**src/rtl/register_file_pc.sv**
```systemverilog
// register_file_pc: NREGS x DATA_W register file with three combinational read ports,
// two write ports and a built-in program counter. Optional macro: REGFILE_BYPASS_EN.
module register_file_pc #(
    parameter int unsigned       DATA_W      = 32,
    parameter int unsigned       NREGS       = 16,
    parameter int unsigned       ADDR_W      = 4,
    parameter int unsigned       PC_IDX      = 15,
    parameter int unsigned       PC_INC      = 4,
    parameter int unsigned       PC_READ_OFS = 8,
    parameter logic [DATA_W-1:0] RESET_PC    = '0
) (
    input  logic              clk,
    input  logic              rst,
    input  logic [DATA_W-1:0] pw,
    input  logic [ADDR_W-1:0] rw,
    input  logic              e,
    input  logic [DATA_W-1:0] pw2,
    input  logic [ADDR_W-1:0] rw2,
    input  logic              e2,
    input  logic              pc_en,
    input  logic [ADDR_W-1:0] ra,
    input  logic [ADDR_W-1:0] rb,
    input  logic [ADDR_W-1:0] rc,
    output logic [DATA_W-1:0] pa,
    output logic [DATA_W-1:0] pb,
    output logic [DATA_W-1:0] pc,
    output logic [DATA_W-1:0] pcv
);

    localparam logic [ADDR_W-1:0] PC_SEL = ADDR_W'(PC_IDX);
    localparam logic [DATA_W-1:0] INC_V  = DATA_W'(PC_INC);
    localparam logic [DATA_W-1:0] OFS_V  = DATA_W'(PC_READ_OFS);

    logic [DATA_W-1:0] regs [NREGS];

    always_ff @(posedge clk or posedge rst) begin
        if (rst) begin
            // NOTE: the whole array is reset so the PC starts at RESET_PC and operands are
            // deterministic; this keeps it in flops, which is intended for a small file.
            for (int unsigned i = 0; i < NREGS; i++)
                regs[i] <= (i == PC_IDX) ? RESET_PC : '0;
        end else begin
            // Port 0 beats port 1, and any explicit write beats the PC increment.
            for (int unsigned i = 0; i < NREGS; i++) begin
                if (e && rw == ADDR_W'(i))
                    regs[i] <= pw;
                else if (e2 && rw2 == ADDR_W'(i))
                    regs[i] <= pw2;
                else if (i == PC_IDX && pc_en)
                    regs[i] <= regs[i] + INC_V;
            end
        end
    end

    function automatic logic [DATA_W-1:0] read_port(input logic [ADDR_W-1:0] sel);
        logic [DATA_W-1:0] v;
        // NOTE: v gets a value on every path before use, so no latch is inferred.
        v = regs[sel];
`ifdef REGFILE_BYPASS_EN
        if (e2 && rw2 == sel)
            v = pw2;
        if (e && rw == sel)
            v = pw;
`endif
        if (sel == PC_SEL)
            v = v + OFS_V;
        return v;
    endfunction

    always_comb begin
        pa  = read_port(ra);
        pb  = read_port(rb);
        pc  = read_port(rc);
        pcv = regs[PC_IDX];
    end

endmodule
```
**config.mk**
```make
export PLATFORM = sky130hd
export DESIGN_NAME = register_file_pc
export DESIGN_NICKNAME = d
export VERILOG_FILES = /design/src/rtl/register_file_pc.sv
export SDC_FILE = /design/constraint.sdc
export NUM_CORES = 2
export LEC_CHECK = 0
export BUFFER_PORTS_ARGS = -buffer_cell sky130_fd_sc_hd__clkbuf_2
export CAP_MARGIN = 20
export CORE_MARGIN = 5
export CORE_UTILIZATION = 40
export CTS_CLUSTER_DIAMETER = 60
export CTS_CLUSTER_SIZE = 24
export DETAILED_ROUTE_END_ITERATION = 16
export PLACE_DENSITY_LB_ADDON = 0.3
export SLEW_MARGIN = 20
export SYNTH_ARGS = -nofsm -noshare
export SYNTH_HDL_FRONTEND = slang
export SYNTH_SLANG_ARGS = --single-unit
```
**constraint.sdc**
```tcl
create_clock -name clk -period 23.9 [get_ports clk]
set_clock_uncertainty 0.05 [all_clocks]
set_input_delay 3.585 -clock clk [delete_from_list [all_inputs] [get_ports clk]]
set_output_delay 3.585 -clock clk [all_outputs]
set_load 0.03 [all_outputs]
```
# Yosys cells after proc, flatten, opt, wreduce, memory -nomap -nowiden
# Index checks and enable logic that the tools add are counted.
# W data, S select, Z words.
[word_totals]
reg_bits = 512
input_bits = 89
wordCells = 154
[op_classes]
eq_ne = 33
addsub = 4
n_reduce_logical = 50
n_bitwise = 3
muxes = 45
n_lt_le_gt_ge = 3
[ops]
columns = ["op", "n"]
rows = [
  ["$mux W32", 42],
  ["$bmux W32 S4", 3],
  ["$add A32 B4 Y32 const B", 3],
  ["$eq A4 B4 Y1 const B", 19],
  ["$add A32 B3 Y32 const B", 1],
  ["$eq A4 B3 Y1 const B", 8],
  ["$logic_and A1 B1 Y1", 32],
  ["$reduce_bool A2 Y1", 15],
  ["$eq A4 B2 Y1 const B", 4],
  ["$ge A5 B5 Y1 const B", 3],
  ["$not A4 Y5", 3],
  ["$eq A4 B1 Y1 const B", 2],
  ["$logic_not A4 Y1", 2],
  ["$reduce_bool A3 Y1", 1],
]

# Depth between registers and ports, before layout
[logic_depth]
depth_word = 6
depth_mapped = 19
depth_no_buf = 11

# Worst setup path before layout
# No wires, ideal clock.
[synth_path]
path_type = "input -> output"
from = "in ra[0]"
to = "out pa[29]"
arrival_time_ns = 7.106
path_stages = 19
required_ns = 20.265
n_path_buf = 10
path_slack_ns = 13.159
path_cell_list = "buf_6 -> buf_12 -> buf_12 -> buf_12 -> buf_8 -> buf_8 -> buf_12 -> buf_6 -> buf_2 -> mux4_2 -> a211oi_1 -> a21oi_1 -> ha_1 -> nand2_1 -> nor3_1 -> nor2b_1 -> buf_2 -> nor4b_2 -> xnor2_1"
[synth_between]
elab_chain_cells = 6
word_cells_on_any_way = 7
cone_classes = "1 x add/sub; 1 x eq/ne; 4 x mux; 1 x bitwise"
[synth_lines]
columns = ["element", "line_no", "text"]
rows = [
  ["from (decl)", "21", "input logic [ADDR_W-1:0] ra,"],
  ["$not A4 Y5 (implied by the code)", "58", "v = regs[sel];"],
  ["$bmux W32 S4", "58", ""],
  ["$mux W32 (implied by the code) (2 in series)", "58", ""],
  ["$add A32 B4 Y32", "66", "v = v + OFS_V;"],
  ["$mux W32 (*)", "65", "if (sel == PC_SEL)"],
  ["to (decl)", "24", "output logic [DATA_W-1:0] pa,"],
]
# Mark *: on every way between the ends. The rest lies on a longest branch, timed or not. The select of a mux whose other input is x is not followed.

# Worst setup path after layout
[layout_path]
from = "in rc[0]"
to = "out pc[21]"
[layout_between]
elab_chain_cells = 6
word_cells_on_any_way = 7
cone_classes = "1 x add/sub; 1 x eq/ne; 4 x mux; 1 x bitwise"
[layout_lines]
columns = ["element", "line_no", "text"]
rows = [
  ["from (decl)", "23", "input logic [ADDR_W-1:0] rc,"],
  ["$not A4 Y5 (implied by the code)", "58", ""],
  ["$bmux W32 S4", "58", ""],
  ["$mux W32 (implied by the code) (2 in series)", "58", ""],
  ["$add A32 B4 Y32", "66", ""],
  ["$mux W32 (*)", "65", ""],
  ["to (decl)", "26", "output logic [DATA_W-1:0] pc,"],
]
# Marks and branches as above.

==> flow_summary.yaml <==
setup_path:
  worst_path_most_repeated_cell: "buf_4"
  cp.depth: 13
  timing.critical_path.fanout_max: 23
  path_class: "input port to output pin"
  path_buf_inv: 5
  cpMaxStageDelayCell: "or3_1"
  critPathMaxStageDelay_ns: 0.85
  r2r_cells: 6
  cp_data_required_time_ns: 20.27
  worst_path_dominant_cell_family: "buffers and inverters"
  cp-end-kind: "output pin"
  path_cells: "buf_4, buf_4, inv_2, buf_4, mux2i_1, a21oi_1, ha_1, and3_1, nand4b_1, or3_1, nor3_1, xor2_1, clkbuf_2"
  worst_ep_arrival_time_ns: 8.65
  startpoint_type: "input port"
clock_network:
  post_cts_buffers: 0
  hold_buffers: 0
  htree_levels: 2
  clock_path_buffers: 3
  cts-resized-gates: 0
  root_buffer: "clkbuf_16"
  clock-sinks: 512
  tritoncts: "yes"
  clkLatencyLatePin_ns: 0.64
  clk_pin_slew_ns: 0.07
  numCtsBuffers: 54
drt:
  first_pass_iters: 6
  viasPerCell: 6.67
  drc: 0
  wl_mm: 164
  num_vias: 33300
  detail_route.wl_per_cell_um: 32.7
  drtAntennaViolNets: 0
  drtIter0Drc: 4645
final_layout:
  final_cell_mix: "mux2i_1, dfrtp_1, nor2_1, a21oi_1, mux4_2"
  drive_gt1_share_pct: 22.1
  area_growth_pct: 7.24
  nFillCells: 9294
  layout_commonest_cell: "mux2i_1"
  postLayoutCoreUtil_pct: 43.3
  stdcell_count: 4998
  finalInstanceArea_mm2: 0.0426
  nNetsFinal: 3752
floorplan:
  rows: 115
  die_h_um: 325
  die_w_um: 325
  coreArea_mm2: 0.0986
  ios: 217
  start_util_pct: 40.3
  die_area_mm2: 0.106
global_routing:
  use_met1_pct: 39.6
  grt-ovfl-total: 0
  grt_use_met3_pct: 9.01
  grt_max_degree: 152
  track_usage_pct: 29.9
  grt_most_used_layer: "met2"
  gr-usage-met2_pct: 44.5
  first_global_vias: 32100
  antenna_found_initial: 10
  grt_pass1_wl_mm: 236
timing:
  hold_viol: 0
  max-slew-margin-rel_pct: 15.8
  finalSetupViolations: 0
  worst_slew_pin_slew_ns: 1.26
  tns_ns: 0
  min_period_ns: 12.28
  final_max_slew_viol_count: 0
  fmax_ghz: 0.0814
  rsz0062_at_grt: "no"
  finalWorstSetupSlack_ns: 11.62
  whs_ns: 0.570
  period_share_pct: 51.4
pwr:
  power.density_mw_per_mm2: 84.4
  power.switching_mw: 1.42
  p_leak_nw: 17.4
  power_mw: 3.60
  clockPowerShare_pct: 25.5
  share_comb_of_total_power_pct: 36.3
  p_int_mw: 2.18
  ir_drop_mv: 0.0481
  p_seq_share_pct: 38.2
  switching_share_pct: 39.5
synthesis:
  yosysSeqAreaShare_pct: 32.2
  synthTopCellsByArea: "dfrtp_1, mux4_2, mux2i_1"
  avgSynthCellArea_um2: 10.6
  synth_top_area_cell: "dfrtp_1"
  ys_types: 86
  synth_top_cell_area_share_pct: 32.2
  synth_seq_cells: 512
  synth_edf_count: 0
  synth_nets: 3849
  syn-cell-area_mm2: 0.0398
  synth_ff_type: "dfrtp_1"
  async_reset_ff_share_pct: 100
  synthCells: 3756
  ys_warn_count: 0
placed_design:
  dp_hpwl_mm: 104
  gp_congestion: 1.01
  dpl_worst_slack_ns: 11.69
  place_area_mm2: 0.0407
  port_buffers: 216
  place_inst: 4888
outcome:
  outcome: "finished, final reports clean"
min_path:
  whs_path_depth: 2
  hold_class: "flip-flop to flip-flop"
job:
  drv_cap: 0
synth_stat cells, types with 6 or more instances:
cell,number
nor3_1,22
xor2_1,54
buf_1,49
o22ai_1,18
nand3_1,56
buf_2,28
buf_8,7
dfrtp_1,512
nor4_2,7
nor4_1,12
or2_2,7
nor3b_1,6
nand2b_1,12
o21ai_1,6
a211oi_1,28
nand2_1,312
a22oi_1,36
a221o_1,7
a31oi_1,6
inv_1,10
mux4_1,53
nor2b_1,27
xnor2_1,56
a21oi_1,340
nor2_1,389
o21ai_0,235
mux2_2,47
buf_12,17
buf_4,55
and2_1,16
buf_6,31
a221oi_1,8
or3_1,14
clkbuf_1,243
and4_1,7
mux4_2,324
nand3b_1,7
nand4_1,19
mux2i_1,571
and3_1,17
final cells by class:
| class | count | area [um^2] | area share (%) |
|---|---|---|---|
| Multi-Input combinational cell | 2799 | 24600 | 57.8 |
| Sequential cell | 512 | 12800 | 30.0 |
| Timing Repair Buffer | 280 | 1640 | 3.85 |
| Tap cell | 1287 | 1610 | 3.78 |
| Clock buffer | 58 | 1400 | 3.28 |
| Clock inverter | 42 | 460 | 1.08 |
| Inverter | 12 | 52.6 | 0.123 |
| Antenna cell | 8 | 20.0 | 0.0470 |
flip-flops by register name, indices dropped and copies added, names as in the netlist:
| register | flops |
|---|---|
| regs | 480 |
| pcv | 32 |
final timing paths:
path	startpoint	to	slack, ns
worst max-delay path	rc[0]	pc[21]	11.62
worst min-delay path	regs[465]$_DFFE_PP0P_	regs[465]$_DFFE_PP0P_	0.57
worst max register to register	pcv[4]$_DFFE_PP0P_	pcv[31]$_DFFE_PP0P_	20.27
worst min register to register	regs[465]$_DFFE_PP0P_	regs[465]$_DFFE_PP0P_	0.57
max in group asynchronous	rst	pcv[25]$_DFFE_PP0P_	17.83
min in group asynchronous	rst	regs[509]$_DFFE_PP0P_	3.05
cells by family (layout without fill, tap and decap cells):
family                     count (synthesis)  after routing  synth area share, %
AOI/OAI and AO/OA                        725            725                 10.2
xor gates and xnor gates                 110            110                 2.42
adders and majority gates                  4              4                0.126
buffers and inverters                    445            392                 6.33
DFF                                      512            512                 32.2
muxes                                    999            999                 37.7
other                                      0              8                    0
and+or+nand+nor                          961            961                 11.0
worst min-delay path: stages (launching register included):
cell and delay (ns):
dfrtp_1 0.37, mux2i_1 0.08, o21ai_0 0.13
power groups by stage:
| stage | combinational, mW | clock, mW | sequential (mW) |
|---|---|---|---|
| after global placement | 1.27 | 0 | 1.36 |
| after global routing | 1.39 | 0.958 | 1.40 |
| after detailed placement | 1.29 | 0 | 1.37 |
| final | 1.31 | 0.918 | 1.37 |
| after CTS | 1.29 | 0.922 | 1.35 |
| after floorplan | 1.00 | 0 | 1.25 |
layer usage:
metal / routed length [um] / share of wire, %
met1: 61500 / 38
met2: 71000 / 43
met3: 20800 / 13
met4: 10300 / 6.3
met5: 41 / 0.025
No activity file was read; power rests on OpenSTA's default activity.
